==> config.mk <==
export PLATFORM = sky130hd
export DESIGN_NAME = enemy_attack_ctrl
export DESIGN_NICKNAME = d
export VERILOG_FILES = /design/src/rtl/enemy_attack_ctrl.sv
export SDC_FILE = /design/constraint.sdc
export NUM_CORES = 1
export LEC_CHECK = 0
export BUFFER_PORTS_ARGS = -buffer_cell sky130_fd_sc_hd__buf_2
export CAP_MARGIN = 25
export CORE_MARGIN = 2
export CORE_UTILIZATION = 38
export CTS_CLUSTER_SIZE = 20
export DETAILED_ROUTE_END_ITERATION = 12
export GPL_TIMING_DRIVEN = 0
export PLACE_DENSITY = 0.64
export SYNTH_ARGS = -nofsm -noshare
export SYNTH_HDL_FRONTEND = slang
export SYNTH_SLANG_ARGS = --single-unit
==> constraint.sdc <==
create_clock -name Clk -period 3.3 [get_ports Clk]
set_clock_uncertainty 0.05 [all_clocks]
set_input_delay 0.165 -clock Clk [delete_from_list [all_inputs] [get_ports Clk]]
set_output_delay 0.165 -clock Clk [all_outputs]
set_load 0.02 [all_outputs]
==> src/rtl/enemy_attack_ctrl.sv <==
// Per-enemy attack initiator: range test, windup/strike/cooldown/stagger FSM,
// strike pulse for the damage logic, and facing/state for the sprite renderer.
module enemy_attack_ctrl #(
    parameter int unsigned id              = 0,
    parameter logic [8:0]  ATTACK_RANGE    = 9'd8,
    parameter logic [8:0]  ENEMY_WIDTH     = 9'd26,
    parameter logic [8:0]  ENEMY_HEIGHT    = 9'd26,
    parameter logic [8:0]  PLAYER_SIZE     = 9'd26,
    parameter logic [7:0]  WINDUP_FRAMES   = 8'd8,
    parameter logic [7:0]  COOLDOWN_FRAMES = 8'd30,
    parameter logic [7:0]  STAGGER_FRAMES  = 8'd12
) (
    input  logic       Clk,
    input  logic       Reset,
    input  logic       game_frame_clk_rising_edge,
    input  logic [8:0] Player_X,
    input  logic [8:0] Player_Y,
    input  logic [8:0] Enemy_X,
    input  logic [8:0] Enemy_Y,
    input  logic       Enemy_Alive,
    input  logic       Enemy_Is_Attacked,
    input  logic       Godmode_On,
    output logic       Enemy_Attack_On,
    output logic [2:0] Enemy_Attack_State,
    output logic [1:0] Enemy_Facing,
    output logic [7:0] Strike_Count
);

    typedef enum logic [2:0] {
        S_IDLE     = 3'd0,
        S_WINDUP   = 3'd1,
        S_STRIKE   = 3'd2,
        S_COOLDOWN = 3'd3,
        S_STAGGER  = 3'd4
    } state_e;

    // Low id bits stretch the windup so neighbouring enemies don't strike in lockstep.
    localparam logic [7:0] WIND_LAST = WINDUP_FRAMES + 8'(id % 4) - 8'd1;
    localparam logic [7:0] COOL_LAST = COOLDOWN_FRAMES - 8'd1;
    localparam logic [7:0] STAG_LAST = STAGGER_FRAMES - 8'd1;

    state_e     state_q, state_d;
    logic [7:0] cnt_q, cnt_d;
    logic [1:0] face_q, face_d;
    logic [7:0] sc_q, sc_d;

    logic       tick;
    logic       in_range;
    logic signed [9:0] dx, dy;
    logic [9:0] adx, ady;
    logic [1:0] face_calc;

    assign tick = game_frame_clk_rising_edge;

    assign in_range =
        ({1'b0, Enemy_X} + {1'b0, ENEMY_WIDTH} + {1'b0, ATTACK_RANGE} >= {1'b0, Player_X}) &&
        ({1'b0, Player_X} + {1'b0, PLAYER_SIZE} + {1'b0, ATTACK_RANGE} >= {1'b0, Enemy_X}) &&
        ({1'b0, Enemy_Y} + {1'b0, ENEMY_HEIGHT} + {1'b0, ATTACK_RANGE} >= {1'b0, Player_Y}) &&
        ({1'b0, Player_Y} + {1'b0, PLAYER_SIZE} + {1'b0, ATTACK_RANGE} >= {1'b0, Enemy_Y});

    assign dx  = $signed({1'b0, Player_X}) - $signed({1'b0, Enemy_X});
    assign dy  = $signed({1'b0, Player_Y}) - $signed({1'b0, Enemy_Y});
    assign adx = dx[9] ? 10'(-dx) : 10'(dx);
    assign ady = dy[9] ? 10'(-dy) : 10'(dy);

    // Horizontal wins ties, so a coincident player faces right.
    always_comb begin
        face_calc = 2'd3;
        if (adx >= ady)               face_calc = dx[9] ? 2'd1 : 2'd3;
        else if (!dy[9] && dy != '0)  face_calc = 2'd0;
        else                          face_calc = 2'd2;
    end

    always_ff @(posedge Clk) begin
        if (Reset) begin
            state_q <= S_IDLE;
            cnt_q   <= '0;
            face_q  <= '0;
            sc_q    <= '0;
        end else begin
            state_q <= state_d;
            cnt_q   <= cnt_d;
            face_q  <= face_d;
            sc_q    <= sc_d;
        end
    end

    always_comb begin
        state_d = state_q;
        cnt_d   = cnt_q;
        face_d  = face_q;
        sc_d    = sc_q;
        if (tick && (state_q == S_IDLE || state_q == S_WINDUP))
            face_d = face_calc;
        if (!Enemy_Alive) begin
            state_d = S_IDLE;
            cnt_d   = '0;
        end else if (tick) begin
            unique case (state_q)
                S_IDLE: begin
                    cnt_d = '0;
                    if (Enemy_Is_Attacked) state_d = S_STAGGER;
                    else if (in_range)     state_d = S_WINDUP;
                end
                S_WINDUP: begin
                    if (Enemy_Is_Attacked) begin
                        state_d = S_STAGGER;
                        cnt_d   = '0;
                    end else if (!in_range) begin
                        state_d = S_IDLE;
                        cnt_d   = '0;
                    end else if (cnt_q == WIND_LAST) begin
                        state_d = S_STRIKE;
                        cnt_d   = '0;
                        sc_d    = sc_q + 8'd1;
                    end else begin
                        cnt_d = cnt_q + 8'd1;
                    end
                end
                S_STRIKE: begin
                    state_d = S_COOLDOWN;
                    cnt_d   = '0;
                end
                S_COOLDOWN: begin
                    if (cnt_q == COOL_LAST) begin
                        state_d = S_IDLE;
                        cnt_d   = '0;
                    end else begin
                        cnt_d = cnt_q + 8'd1;
                    end
                end
                S_STAGGER: begin
                    if (Enemy_Is_Attacked) begin
                        cnt_d = '0;
                    end else if (cnt_q == STAG_LAST) begin
                        state_d = S_IDLE;
                        cnt_d   = '0;
                    end else begin
                        cnt_d = cnt_q + 8'd1;
                    end
                end
                default: begin
                    state_d = S_IDLE;
                    cnt_d   = '0;
                end
            endcase
        end
    end

    // Strike is decoded from registered state; godmode only masks the pulse.
    always_comb begin
        Enemy_Attack_On    = (state_q == S_STRIKE) && !Godmode_On;
        Enemy_Attack_State = state_q;
        Enemy_Facing       = face_q;
        Strike_Count       = sc_q;
    end

endmodule

======== Word level (Yosys, flattened, before mapping) ========
Index checks and enable logic that the tools add are counted.
word-level totals
  flip-flop bits (word level) ............. 21
  input port bits ......................... 42
  output and inout bits ................... 14
  word-level logic and storage cells ...... 72
operators by class
  add/sub/neg operators ................... 14
  order comparisons ....................... 5
  eq/ne operators ......................... 12
  muxes and demuxes ....................... 21
  bitwise gates (word level) .............. 2
  reduce and logical (&&, ||, !) cells .... 14
operator list
  operator               count
  $mux 8                 6
  $add 10x4->10 const B  4
  $add 9x5->10 const B   4
  $ge 10x9->1            4
  $mux 3                 8
  $pmux 8 s3             1
  $mux 10                2
  $neg 10->10            2
  $sub 9x9->10           2
  $add 8x1->8 const B    2
  $pmux 3 s5             1
  $reduce_and 6->1       2
  $ge 10x10->1           1
  $reduce_bool 10->1     1
  $eq 8x3->1 const B     1
  $eq 8x4->1 const B     1
  $eq 8x5->1 const B     1
  $eq 3x2->1 const B     2
  $logic_and 1x1->1      6
  $mux 2                 3
  $ne 2x2->1 const B     3
  $ne 4x3->1 const B     1
  $eq 3x1->1 const B     1
  $eq 3x3->1 const B     1
  6 further kinds        8

======== Logic depth before layout (Yosys ltp) ========
  depth in word-level cells ............... 9
  mapped depth ............................ 19
  mapped depth without buffers ............ 18

======== Worst setup path before layout ========
No wires, ideal clock.
  path kind ............................... input port to flip-flop
  from .................................... in Player_Y[0]
  to ...................................... reg face_q[1], in the netlist Enemy_Facing[1]
  setup time .............................. 86 ps
  arrival ................................. 3,422 ps
  required time ........................... 3,164 ps
  path slack .............................. -258 ps
  stages on the path ...................... 16
  buffers on the path ..................... 0
  path through ............................ inv_1 > ha_1 > fa_1 > nor2b_4 > o31a_1 > a21oi_1 > a211o_1 > or3b_1 > nor2b_1 > xnor2_1 > ha_1 > o211a_1 > a2111oi_0 > a32oi_1 > nor3b_1 > a211oi_1
on the way
  word-level cells in the longest chain between the ends .. 5
  elaborated cells on any way between the ends .. 9
  those cells by class .................... 2 x add/sub; 1 x order compare; 3 x mux; 3 x reduce/logical
ends and longest elaborated chain
  element                                       line    text
  start, declared                               17      input logic [8:0] Player_Y,
  $sub 9x9->10 *                                62      assign dy = $signed({1'b0, Player_Y}) - $signed({1'b0, Enemy_Y});
  $neg 10->10 (tied with other cells)           64      assign ady = dy[9] ? 10'(-dy) : 10'(dy);
  $mux 10 or $logic_and 1x1->1 (tied branches)  64, 70
  $ge 10x10->1 or $mux 2 (tied branches)        69, 70
  $mux 2 *                                      69      if (adx >= ady) face_calc = dx[9] ? 2'd1 : 2'd3;
  end signal, assigned                          78      face_q <= '0;
  end signal, assigned                          83      face_q <= face_d;
  end, declared                                 44      logic [1:0] face_q, face_d;
Mark *: on every way between the ends. The rest lies on a longest branch, timed or not.
A chain may end at the register's enable or synchronous reset.

======== Worst setup path in the final report ========
  from .................................... in Enemy_Y[0]
  to ...................................... reg face_q[1], in the netlist Enemy_Facing[1]
on the way
  word-level cells in the longest chain between the ends .. 5
  elaborated cells on any way between the ends .. 9
  those cells by class .................... 2 x add/sub; 1 x order compare; 3 x mux; 3 x reduce/logical
ends and longest elaborated chain
  element                                       line    text
  start, declared                               19      input logic [8:0] Enemy_Y,
  $sub 9x9->10 *                                62
  $neg 10->10 (tied with other cells)           64
  $mux 10 or $logic_and 1x1->1 (tied branches)  64, 70
  $ge 10x10->1 or $mux 2 (tied branches)        69, 70
  $mux 2 *                                      69
Marks and branches as above.

==> flow_summary.json <==
{
  "status": "complete, but fails checks",
  "violations": "negative setup slack",
  "ys_types": 62,
  "required_ns": 3.43,
  "cpPeakStageDelay_ns": 0.41,
  "synthArstFlopShare_pct": 0,
  "min_path_cells": 3,
  "hold_buffers": 0,
  "rsz0062_at_grt": "yes",
  "dp.cells": 673,
  "end_kind": "flip-flop",
  "cts.root.buffer_cell": "clkbuf_8",
  "crit_path_top_delay_cell": "or3b_4",
  "num_rows": 36,
  "clockPowerShare_pct": 13.9,
  "wirelength_um": 8600,
  "htreeDepth": 1,
  "die_w_um": 103,
  "fin_crit_sh_pct": 102,
  "clkSinkCount": 21,
  "timing.final.ws_setup_ns": -0.0815,
  "placed_cell_area_sq_mm": 0.00417,
  "portBuffers": 55,
  "place_congestion": 0.866,
  "synth.avg_cell_area_sq_um": 7.65,
  "grt_max_degree": 12,
  "synth-seq-area-share_pct": 11.3,
  "powerDensity_mw_per_mm2": 276,
  "cts_tree": "yes",
  "start_kind": "input pin",
  "antenna_found_initial": 0,
  "power.leakage_uw": 0.00205,
  "synth_nets": 600,
  "synth-edff-count": 0,
  "min_period_ns": 3.38,
  "ant_nets": 0,
  "via_per_inst": 5.26,
  "nNetsFinal": 670,
  "die_h_um": 103,
  "num_io_pins": 56,
  "dp_hpwl_um": 7110,
  "wl_per_cell_um": 12.5,
  "num_antenna_cells": 0,
  "synth_seq_cells": 21,
  "synthCells": 485,
  "vias": 3612,
  "grt_overflow": 0,
  "fin_util_pct": 46.5,
  "synth_flop_cell": "dfxtp_1",
  "cts_made_buffers": 3,
  "drcViolationCount": 0,
  "core-area_sq_mm": 0.00964,
  "path_max_fanout": 3,
  "grt_pass1_vias": 3427,
  "hold_violations": 0,
  "r2r-end": "Enemy_Facing[0]$_SDFFE_PP0P_",
  "areaGrowthSynthToFinish_pct": 20.9,
  "pwr-share-comb_pct": 64.5,
  "grt_util_all_layers_pct": 16.5,
  "dp_worst_setup_slack_ns": -0.648,
  "crit_chain": "buf_6, ha_4, fa_2, nor2b_4, o31a_1, buf_6, nor3_4, nor2_2, a21oi_2, or3b_4, nor2b_4, xnor2_2, ha_1, o211a_4, a2111oi_4, a32oi_2, nor3b_2, a211oi_1",
  "maxCapViolations": 0,
  "max-slew-margin-rel_pct": 62.0,
  "cts.reportedPaths.clkPinSlew_ns": 0.07,
  "ys_warn_count": 0,
  "switching_power_uw": 507,
  "drv_slew": 0,
  "worst_slew_pin_slew_ns": 0.566,
  "fin_cells": 687,
  "regToRegSetupSlack_ns": 0.92,
  "max_freq_mhz": 296,
  "layout-drive-gt1-share_pct": 19.7,
  "grt_pass1_wl_um": 14600,
  "start_util_pct": 38.5,
  "power.internal_uw": 732,
  "r2r_cells": 9,
  "min_to": "Enemy_Attack_State[2]$_SDFFE_PP0P_",
  "drt-initial-drc-count": 106,
  "peakVddDrop_mv": 0.118,
  "min_from": "Enemy_Is_Attacked",
  "finalPower_uw": 1240,
  "synth_area_sq_mm": 0.00371,
  "design_area_sq_mm": 0.00448,
  "switching_share_pct": 40.9,
  "power_frac_seq_pct": 21.6,
  "dr.pass1.iters": 4,
  "r2r_start": "cnt_q[0]$_SDFFE_PP0P_",
  "min_path_type": "in -> reg",
  "cts_buffer_depth": 2,
  "clk_latency_ns": 0.27,
  "setup_viol": 1,
  "die-area_sq_mm": 0.0106,
  "critPathKind": "in -> reg",
  "arrival_ns": 3.51
}
==> repair_timing <==
item	in CTS	in global routing
setup buffers	10	0
resized for setup	27	16
setup endpoints to repair	2	2
pin swaps	15	13
==> synthesized netlist by cell type, types with 11 or more instances <==
master	number	share of area, %
ha_1	69	23
nor2b_1	11	1.9
o21ai_0	16	2.2
dfxtp_1	21	11
nor3_1	11	1.5
nand2_1	22	2.2
xor2_1	15	3.5
nand3_1	19	2.6
nand2b_1	11	1.9
a21oi_1	31	4.2
inv_1	47	4.8
nor2_1	49	5.0
xnor2_1	31	7.3
==> how the worst max path moves through the flow <==
stage / startpoint / to / slack, ns / cells after the start
2_1_floorplan: Player_Y[0] / Enemy_Facing[1]$_SDFFE_PP0P_ / 0.0003 / 16
3_3_place_gp: Player_X[1] / Enemy_Facing[1]$_SDFFE_PP0P_ / -0.57 / 18
3_5_place_dp: Player_X[1] / Enemy_Facing[1]$_SDFFE_PP0P_ / -0.65 / 18
4_1_cts: Player_Y[0] / Enemy_Facing[1]$_SDFFE_PP0P_ / -0.08 / 17
5_1_grt: Player_Y[0] / Enemy_Facing[1]$_SDFFE_PP0P_ / -0.26 / 19
6_report: Enemy_Y[0] / Enemy_Facing[1]$_SDFFE_PP0P_ / -0.08 / 18
==> metal layers <==
| layer | global-route usage (%) | up-vias | wire length (um) |
|---|---|---|---|
| met1 | 22.0 | 1657 | 4160 |
| met4 | 1.21 | 0 | 13 |
| li1 | - | 1882 | - |
| met2 | 30.0 | 71 | 4140 |
| met5 | 0 | - | 0 |
| met3 | 1.63 | 2 | 301 |
==> logic make-up (layout without fill, tap and decap cells) <==
family | Yosys count | in the layout | synth area share (%)
AOI/OAI and AO/OA | 123 | 123 | 22.1
xor gates and xnor gates | 46 | 46 | 10.9
adders and majority gates | 73 | 73 | 25.4
buffers and inverters | 52 | 121 | 5.26
DFF | 21 | 21 | 11.3
muxes | 7 | 7 | 2.06
and+or+nand+nor | 163 | 163 | 23.0
==> critical path: cells and delay by family <==
kind | cells | cell delay, ns
XOR/XNOR | 1 | 0.13
buffers and inverters | 2 | 0.23
AND/OR/NAND/NOR | 6 | 1.01
AO/OA/AOI/OAI | 6 | 1.13
adder cells (fa/ha/maj) | 3 | 0.87
==> sequential cells by signal (all words and copies together) (netlist names) <==
signal              cells
Strike_Count            8
cnt_q                   8
Enemy_Attack_State      3
Enemy_Facing            2
==> through the flow <==
| stage | setup TNS [ns] | hold WS (ns) |
|---|---|---|
| after global routing | -0.402 | 0.251 |
| after floorplan | 0 | 0.263 |
| after detailed placement | -1.19 | 0.448 |
| after CTS | -0.0774 | 0.185 |
| after global placement | -1.03 | 0.455 |
| final | -0.0815 | 0.189 |
==> placed cells by master, fill, tap and decap left out, drive strengths merged, types with 19 or more instances in the layout <==
cell type and instances:
nand2 22, nor2 50, dfxtp 21, a21oi 32, o21ai 23, xnor2 31, nand3 19, buf 65
inv 47, ha 69
==> cell type report <==
cell class                      instances  area (sq um)
Clock buffer                            4          45.0
Inverter                               47           179
Sequential cell                        21           420
Buffer                                  5          30.0
Tap cell                              133           166
Multi-Input combinational cell        412          3260
Fill cell                             979          5150
Timing Repair Buffer                   65           384
==> power groups by stage <==
stage          combinational (uW)  clock [uW]  sequential [uW]
2_1_floorplan                 509           0              279
3_3_place_gp                  659           0              273
3_5_place_dp                  681           0              273
4_1_cts                       739         178              267
5_1_grt                       904         187              267
6_report                      799         172              267
No activity file was read; power rests on OpenSTA's default activity.
